==> config.mk <==
export PLATFORM = sky130hd
export DESIGN_NAME = control_sequencer
export DESIGN_NICKNAME = d
export VERILOG_FILES = /design/src/rtl/sap_ctrl_pkg.sv /design/src/rtl/t_state_counter.sv /design/src/rtl/control_sequencer.sv
export SDC_FILE = /design/constraint.sdc
export NUM_CORES = 1
export LEC_CHECK = 0
export BUFFER_PORTS_ARGS = -buffer_cell sky130_fd_sc_hd__buf_4
export CORE_AREA = 2 2 39 41
export CTS_BUF_LIST = sky130_fd_sc_hd__clkbuf_2 sky130_fd_sc_hd__clkbuf_4 sky130_fd_sc_hd__clkbuf_8
export CTS_CLUSTER_DIAMETER = 150
export DETAILED_ROUTE_END_ITERATION = 8
export DIE_AREA = 0 0 41 43
export PLACE_DENSITY = 0.73
export REMOVE_ABC_BUFFERS = 1
export SETUP_SLACK_MARGIN = 0.3
export SYNTH_ARGS = -nofsm -noshare
export SYNTH_HDL_FRONTEND = slang
export SYNTH_HIERARCHICAL = 1
export SYNTH_SLANG_ARGS = --single-unit
==> constraint.sdc <==
create_clock -name clk -period 3.1 [get_ports clk]
set_input_delay 0.31 -clock clk [delete_from_list [all_inputs] [get_ports clk]]
set_output_delay 0.31 -clock clk [all_outputs]
set_load 0.005 [all_outputs]
==> src/rtl/sap_ctrl_pkg.sv <==
// Shared constants for the SAP-style controller and its datapath.
// Holds the opcode encodings, the control-word bit positions, the
// control-word width and the T-state limits. The datapath decodes
// ctrl with the same CW_* indices, so keep the two in step.
package sap_ctrl_pkg;

    localparam int CW_W     = 16;
    localparam int MAX_STEP = 4;
    localparam int STEP_W   = 3;

    // Opcodes
    localparam logic [3:0] OP_NOP = 4'h0;
    localparam logic [3:0] OP_LDA = 4'h1;
    localparam logic [3:0] OP_ADD = 4'h2;
    localparam logic [3:0] OP_SUB = 4'h3;
    localparam logic [3:0] OP_STA = 4'h4;
    localparam logic [3:0] OP_LDI = 4'h5;
    localparam logic [3:0] OP_JMP = 4'h6;
    localparam logic [3:0] OP_JC  = 4'h7;
    localparam logic [3:0] OP_JZ  = 4'h8;
    localparam logic [3:0] OP_OUT = 4'hE;
    localparam logic [3:0] OP_HLT = 4'hF;

    // Control-word bit indices
    localparam int CW_HLT = 15;
    localparam int CW_MI  = 14;
    localparam int CW_RI  = 13;
    localparam int CW_RO  = 12;
    localparam int CW_IO  = 11;
    localparam int CW_II  = 10;
    localparam int CW_AI  = 9;
    localparam int CW_AO  = 8;
    localparam int CW_EO  = 7;
    localparam int CW_SU  = 6;
    localparam int CW_BI  = 5;
    localparam int CW_OI  = 4;
    localparam int CW_CE  = 3;
    localparam int CW_CO  = 2;
    localparam int CW_J   = 1;
    localparam int CW_FI  = 0;

    // One-hot control word with only bit idx set.
    function automatic logic [CW_W-1:0] cw_bit(input int idx);
        logic [CW_W-1:0] v;
        v = '0;
        v[idx] = 1'b1;
        return v;
    endfunction

endpackage

==> src/rtl/t_state_counter.sv <==
// T-state step register.
// Ports:
//   clk   - system clock
//   rst_n - asynchronous active-low reset, forces step to 0
//   clr   - current step is the instruction's last; next step is 0
//   hold  - keep the current step (start-up cycle or halted)
//   step  - current T-state index, never exceeds MAX_STEP
module t_state_counter
    import sap_ctrl_pkg::*;
(
    input  logic              clk,
    input  logic              rst_n,
    input  logic              clr,
    input  logic              hold,
    output logic [STEP_W-1:0] step
);

    logic [STEP_W-1:0] step_d;
    logic [STEP_W-1:0] step_q;

    always_comb begin
        step_d = step_q;
        if (hold) begin
            step_d = step_q;
        end else if (clr || (step_q >= STEP_W'(MAX_STEP))) begin
            step_d = '0;
        end else begin
            step_d = step_q + STEP_W'(1);
        end
    end

    always_ff @(posedge clk or negedge rst_n) begin
        if (!rst_n) begin
            step_q <= '0;
        end else begin
            step_q <= step_d;
        end
    end

    assign step = step_q;

endmodule

==> src/rtl/control_sequencer.sv <==
// Microcoded controller-sequencer for an 8-bit SAP-style CPU.
// Decodes {instruction, step} into the control word that drives the
// bus, registers, PC, RAM, ALU and output stage.
// Ports:
//   clk         - system clock
//   rst_n       - asynchronous active-low reset
//   instruction - opcode from the instruction register (valid from T2)
//   carry_flag  - registered carry flag, used by JC in T2 only
//   zero_flag   - registered zero flag, used by JZ in T2 only
//   ctrl        - control word (bit map in sap_ctrl_pkg)
//   step        - current T-state index
//   halted      - sticky, set once HLT has executed
module control_sequencer
    import sap_ctrl_pkg::*;
(
    input  logic              clk,
    input  logic              rst_n,
    input  logic [3:0]        instruction,
    input  logic              carry_flag,
    input  logic              zero_flag,
    output logic [CW_W-1:0]   ctrl,
    output logic [STEP_W-1:0] step,
    output logic              halted
);

    logic [STEP_W-1:0] step_q;
    logic              halted_d, halted_q;
    logic              start_d, start_q;
    logic [CW_W-1:0]   ctrl_raw;
    logic              last_step;
    logic              hlt_t2;
    logic              hold;

    // start_q is low for the first edge after reset release, so T0 is
    // presented for a full cycle even if rst_n rises just before an edge.
    assign hlt_t2 = (step_q == STEP_W'(2)) && (instruction == OP_HLT);
    assign hold   = !start_q || halted_q || hlt_t2;

    t_state_counter u_tsc (
        .clk   (clk),
        .rst_n (rst_n),
        .clr   (last_step),
        .hold  (hold),
        .step  (step_q)
    );

    // Microcode. Fetch is opcode-independent; undefined opcodes fall to
    // the default, which behaves as NOP (empty T2, then END).
    always_comb begin
        ctrl_raw  = '0;
        last_step = 1'b0;
        casez ({instruction, step_q})
            {4'b????, 3'd0}: ctrl_raw = cw_bit(CW_CO) | cw_bit(CW_MI);
            {4'b????, 3'd1}: ctrl_raw = cw_bit(CW_RO) | cw_bit(CW_II) | cw_bit(CW_CE);
            {OP_LDA, 3'd2}, {OP_ADD, 3'd2}, {OP_SUB, 3'd2}, {OP_STA, 3'd2}:
                ctrl_raw = cw_bit(CW_IO) | cw_bit(CW_MI);
            {OP_LDA, 3'd3}: begin
                ctrl_raw  = cw_bit(CW_RO) | cw_bit(CW_AI);
                last_step = 1'b1;
            end
            {OP_ADD, 3'd3}, {OP_SUB, 3'd3}:
                ctrl_raw = cw_bit(CW_RO) | cw_bit(CW_BI);
            {OP_ADD, 3'd4}: begin
                ctrl_raw  = cw_bit(CW_EO) | cw_bit(CW_AI) | cw_bit(CW_FI);
                last_step = 1'b1;
            end
            {OP_SUB, 3'd4}: begin
                ctrl_raw  = cw_bit(CW_EO) | cw_bit(CW_AI) | cw_bit(CW_FI) | cw_bit(CW_SU);
                last_step = 1'b1;
            end
            {OP_STA, 3'd3}: begin
                ctrl_raw  = cw_bit(CW_AO) | cw_bit(CW_RI);
                last_step = 1'b1;
            end
            {OP_LDI, 3'd2}: begin
                ctrl_raw  = cw_bit(CW_IO) | cw_bit(CW_AI);
                last_step = 1'b1;
            end
            {OP_JMP, 3'd2}: begin
                ctrl_raw  = cw_bit(CW_IO) | cw_bit(CW_J);
                last_step = 1'b1;
            end
            {OP_JC, 3'd2}: begin
                ctrl_raw  = carry_flag ? (cw_bit(CW_IO) | cw_bit(CW_J)) : '0;
                last_step = 1'b1;
            end
            {OP_JZ, 3'd2}: begin
                ctrl_raw  = zero_flag ? (cw_bit(CW_IO) | cw_bit(CW_J)) : '0;
                last_step = 1'b1;
            end
            {OP_OUT, 3'd2}: begin
                ctrl_raw  = cw_bit(CW_AO) | cw_bit(CW_OI);
                last_step = 1'b1;
            end
            {OP_HLT, 3'd2}: ctrl_raw = cw_bit(CW_HLT);
            default: begin
                ctrl_raw  = '0;
                last_step = 1'b1;
            end
        endcase
    end

    always_comb begin
        start_d  = 1'b1;
        halted_d = halted_q | hlt_t2;
    end

    always_ff @(posedge clk or negedge rst_n) begin
        if (!rst_n) begin
            start_q  <= 1'b0;
            halted_q <= 1'b0;
        end else begin
            start_q  <= start_d;
            halted_q <= halted_d;
        end
    end

    assign ctrl   = !rst_n ? '0 : (halted_q ? cw_bit(CW_HLT) : ctrl_raw);
    assign step   = step_q;
    assign halted = halted_q;

endmodule

[Word level (Yosys, flattened, before mapping)]
Index checks and enable logic that the tools add are counted.
Storage, ports and cells
  input bits: 8
  flip-flop bits (word level): 5
Cells by class
  reductions and logical operators: 9
  equal/unequal tests: 19
  add/sub/neg operators: 1
  bitwise operators: 1
  order comparisons: 1
  mux-type cells: 7
Operator list (number)
  one-hot mux 16 bit (14 select lines): 1
  equality test 7 x 5 -> 1 bit (second input constant): 6
  equality test 7 x 6 -> 1 bit (second input constant): 5
  2-to-1 mux 16 bit: 2
  2-to-1 mux 12 bit: 2
  equality test 7 bit (second input constant): 3
  equality test 7 x 4 -> 1 bit (second input constant): 2
  OR reduction 9 bit: 1
  equality test 4 bit (second input constant): 1
  OR reduction 4 bit: 1
  adder 3 x 1 -> 3 bit (second input constant): 1
  equality test 3 x 1 -> 1 bit (second input constant): 1
  equality test 3 x 2 -> 1 bit (second input constant): 1
  greater-or-equal comparator 3 bit (second input constant): 1
  logical NOT 3 bit: 1
  logical OR 1 bit: 3
  2-to-1 mux 3 bit: 1
  OR reduction 2 bit: 1
  logical AND 1 bit: 1
  logical NOT 1 bit: 1
  2-to-1 mux 1 bit: 1
  bitwise OR 1 bit: 1

[Longest topological paths before layout]
  depth after elaboration: 5
  gate-level depth with buffers: 6
  depth with buffers taken out: 5

[Cells and area by module]
Netlist, hierarchy kept.
By module, submodules not included
  control_sequencer: times used 1, area each 439.2 sq um, cells each 66
  t_state_counter: times used 1, area each 130.1 sq um, cells each 10

[Worst setup path before layout]
Ideal clock, no wire load.
  path type: input-to-reg
  start point: input port instruction[3]
  end point: register u_tsc.step_q[0] (netlist: u_tsc/step[0])
  stages: 6
  data arrival time: 1494 ps
  slack: 1541 ps
  library setup time: 65 ps
  cell sequence: buf_2 or4b_1 nand2_1 o41ai_1 nor3_1 mux2_2
Between the ends
  word-level cells in the longest chain between the ends: 5
  elaborated cells on any way between the ends: 14
  classes of those cells: 8 x eq/ne; 2 x mux; 4 x reduce/logical
RTL lines
  start: declaration: line control_sequencer.sv:18  | input logic [3:0] instruction,
  equality test 7 bit, or another cell as far along: line control_sequencer.sv:52  | casez ({instruction, step_q})
  OR reduction 9 bit (no source line) (*)
  2-to-1 mux 1 bit (*): line control_sequencer.sv:52
  net last_step: line control_sequencer.sv:30  | logic last_step;
  logical OR 1 bit (*): line t_state_counter.sv:25  | end else if (clr || (step_q >= STEP_W'(MAX_STEP))) begin
  2-to-1 mux 3 bit (*): line t_state_counter.sv:25
  end signal: assignment: line t_state_counter.sv:36  | step_q <= step_d;
  end: declaration: line t_state_counter.sv:19  | logic [STEP_W-1:0] step_q;
Mark *: on every way through the listed nets, which the timed path passes. The rest lies on a longest branch.
A chain may end at the register's enable or synchronous reset.

[Worst setup path in the final report]
  start point: input port rst_n
  end point: output port ctrl[11]
Between the ends
  word-level cells in the longest chain between the ends: 1
RTL lines
  start: declaration: line control_sequencer.sv:17  | input logic rst_n,
  2-to-1 mux 16 bit: line control_sequencer.sv:118  | assign ctrl = !rst_n ? '0 : (halted_q ? cw_bit(CW_HLT) : ctrl_raw);
  end: declaration: line control_sequencer.sv:21  | output logic [CW_W-1:0] ctrl,
No other way between the ends.

==> out/metrics.csv <==
metric,value,unit
final core occ,0.568,
TritonCTS clock tree,done,
Mapped Avg Cell Area,7.49,sq um
clk_skew,0.145,ps
Fmax,461,MHz
"post-synthesis share of cell area spent on and, or, nand and nor gates",0.431,
maxcap violations,0,
Fin Setup TNS,0,ps
pwr dens,636,mW/mm^2
"Max FO, Critical Path",8,
hold crit path type,primary input to asynchronous set/reset pin,
Top delay family on crit path,buffers and inverters,
status,finished clean,
internal reg-to-reg setup slack,1320,ps
crit path time final,2170,ps
WL final,1560,um
DR pass1 iterations,2,
Gate Count Post-Synth,76,
Chip Height,43,um
fin crit share,0.699,
main combinational cell family by area after synthesis,simple AND/OR/NAND/NOR gates,
grt ovf,0,
Overall Global Routing Usage,0.199,
Post-DP Area,746,sq um
"most used cell, CP",buf_4,
row cnt,14,
Starting Density,0.411,
"Reg clk slew, reported paths",40,ps
Worst EP required,2790,ps
Worst setup SP type,primary input,
"Seq/Total Area, Yosys",0.220,
pins over their slew limit,0,
RSZ-0062 raised after global routing,false,
vias in the first global route,576,
largest area contributor in the netlist,dfrtp_1,
clock sink count,5,
Crit-path slowest cell,dlygate4sd3_1,
fillers,141,
setup repair bufs after CTS,0,
worst-case clock buffer depth,2,
Worst-Skew Late Latency,240,ps
DPL Wire Length,1140,um
Nets,111,
share of post-route cells with drive strength above 1,0.356,
CTS root buffer,clkbuf_4,
CP Buf/Inv Count,3,
Final setup viols,0,
crit path DAT,1860,ps
Synth top area share,0.220,
Seq cells post-synth,5,
Setup WS post-layout,933,ps
Static Leak,0.000360,uW
Max rail drop VDD,0.371,mV
Boundary Pins,28,
DRC violations left,0,
initial antenna violation count,0,
GP Congestion,0.734,
die width,41,um
Place WS,1340,ps
Ys Warns,6,
"Distinct cells, synth",36,
die area,0.00176,sq mm
initial DRC count,5,
Post-Synth XOR/XNOR Area,0.0154,
Synth area leaders,"dfrtp_1 22%, nor2_1 5.9%, nand2_1 4.0%",
routed via count,654,
DR WL/cell,13.4,um
Synth Area in Compound Gates,0.178,
CP Class,primary input to output port,
H-tree depth,1,
WHS,449,ps
Core Region,0.00138,sq mm
Port Buffer Count,27,
worst-path cell chain,dlygate4sd3_1 > buf_4 > and2b_1 > nand3b_1 > a2111oi_2 > buf_4,
mapped cell area,569,sq um
first-pass GRT wire length,2410,um
multiplexer area fraction after synthesis,0.0198,
CP Capture Type,output port,
Final ANT Viol Nets,0,
Ant. Diodes,0,
"slowest stage delay, CP",540,ps
area grow syn2layout,38.0,%
cell area after layout,786,sq um
post-CTS sizing,0,
Fin. Hold Viols,0,
Via density,5.59,
largest net degree at the start of global routing,16,
post-synthesis adder-cell area fraction,0.0220,
hold bufs inserted after CTS,1,
cts bufs inserted,3,
-- kinds of logic (layout without fill, tap and decap cells) --
group                    Yosys count  in the layout
AND/OR/NAND/NOR                   43             43
AO/OA/AOI/OAI                     13             13
buffers and inverters             11             36
flip-flops                         5              5
adder cells (fa/ha/maj)            1              1
other                              1              1
XOR/XNOR                           1              1
multiplexers                       1              1
-- flip-flops by register name, indices dropped and copies added (netlist names) --
| signal | flops |
|---|---|
| start_q | 1 |
| u_tsc/step | 3 |
| halted | 1 |
-- placed cells by master, fill, tap and decap left out, types with 2 or more instances in the layout --
master    netlist  routed
nor3_1          3       3
dfrtp_1         5       5
nand4b_1        2       2
nand2b_1        2       2
nand4_1         2       2
o41ai_1         2       2
nor4_1          3       3
inv_1           4       4
clkbuf_4        0       4
a31oi_1         2       2
nand3b_1        2       2
nand3_1         3       3
nor2_1          9       9
nand2_1         6       6
nor2b_1         3       3
o21ai_0         2       2
buf_4           2      27
a21oi_1         2       2
-- synth_stat cells --
master,instances
or3b_1,1
or3_1,1
a22oi_1,1
o41ai_1,2
a21oi_1,2
nand4_1,2
o21ai_0,2
nand3_1,3
buf_2,4
nor4_1,3
nor4b_1,1
and2b_1,1
nand3b_1,2
a41oi_1,1
a31oi_1,2
a22o_2,1
and2_1,1
inv_1,4
mux2_2,1
a2111oi_2,1
ha_1,1
or4b_1,1
nor3b_1,1
buf_4,2
dfrtp_1,5
buf_6,1
and2b_2,1
nor2_1,9
nor3_1,3
xor2_1,1
nand4b_1,2
o21ba_2,1
nor2b_1,3
conb_1,1
nand2b_1,2
nand2_1,6
-- per-layer routing --
layer,part of all wire,track usage
met5,0,0
met4,0.013,0.133
met3,0.045,0.0471
met2,0.50,0.313
met1,0.44,0.221
-- worst paths after layout --
check	to	start	depth (start not counted)
max	ctrl[11]	rst_n	6
max reg2reg	u_tsc/step[2]	u_tsc/step[2]	5
min in group clk	halted	instruction[0]	3
max in group asynchronous	halted	rst_n	2
min reg2reg	halted	halted	2
min	u_tsc/step[0]	rst_n	2
-- power breakdown --
| group | leakage, uW | switching (uW) | total [uW] | internal [uW] |
|---|---|---|---|---|
| logic | 0.000279 | 125 | 270 | 145 |
| registers | 0.0000627 | 58.2 | 148 | 90.0 |
| clock network | 0.0000184 | 24.4 | 81.6 | 57.2 |
| total | 0.000360 | 207 | 500 | 292 |
-- through the flow --
| step | power (uW) | instances |
|---|---|---|
| after floorplan | 284 | 69 |
| after CTS | 503 | 117 |
| final | 500 | 117 |
| after global routing | 542 | 117 |
| after global placement | 404 | 112 |
| after detailed placement | 412 | 112 |
-- cell type report --
type / count / area, sq um / share of cell area
Timing Repair Buffer: 28 / 213 / 0.271
Tap cell: 16 / 20.0 / 0.0255
Inverter: 4 / 15.0 / 0.0191
Clock buffer: 4 / 30.0 / 0.0382
Multi-Input combinational cell: 60 / 383 / 0.487
Sequential cell: 5 / 125 / 0.159
-- worst register-to-register path, delay by kind of cell, from the launching register on --
family / cells / cell delay (ps)
and+or+nand+nor: 3 / 740
DFF: 1 / 510
AOI/OAI and AO/OA: 2 / 480
Note: power is estimated with default switching activity, not from simulation.
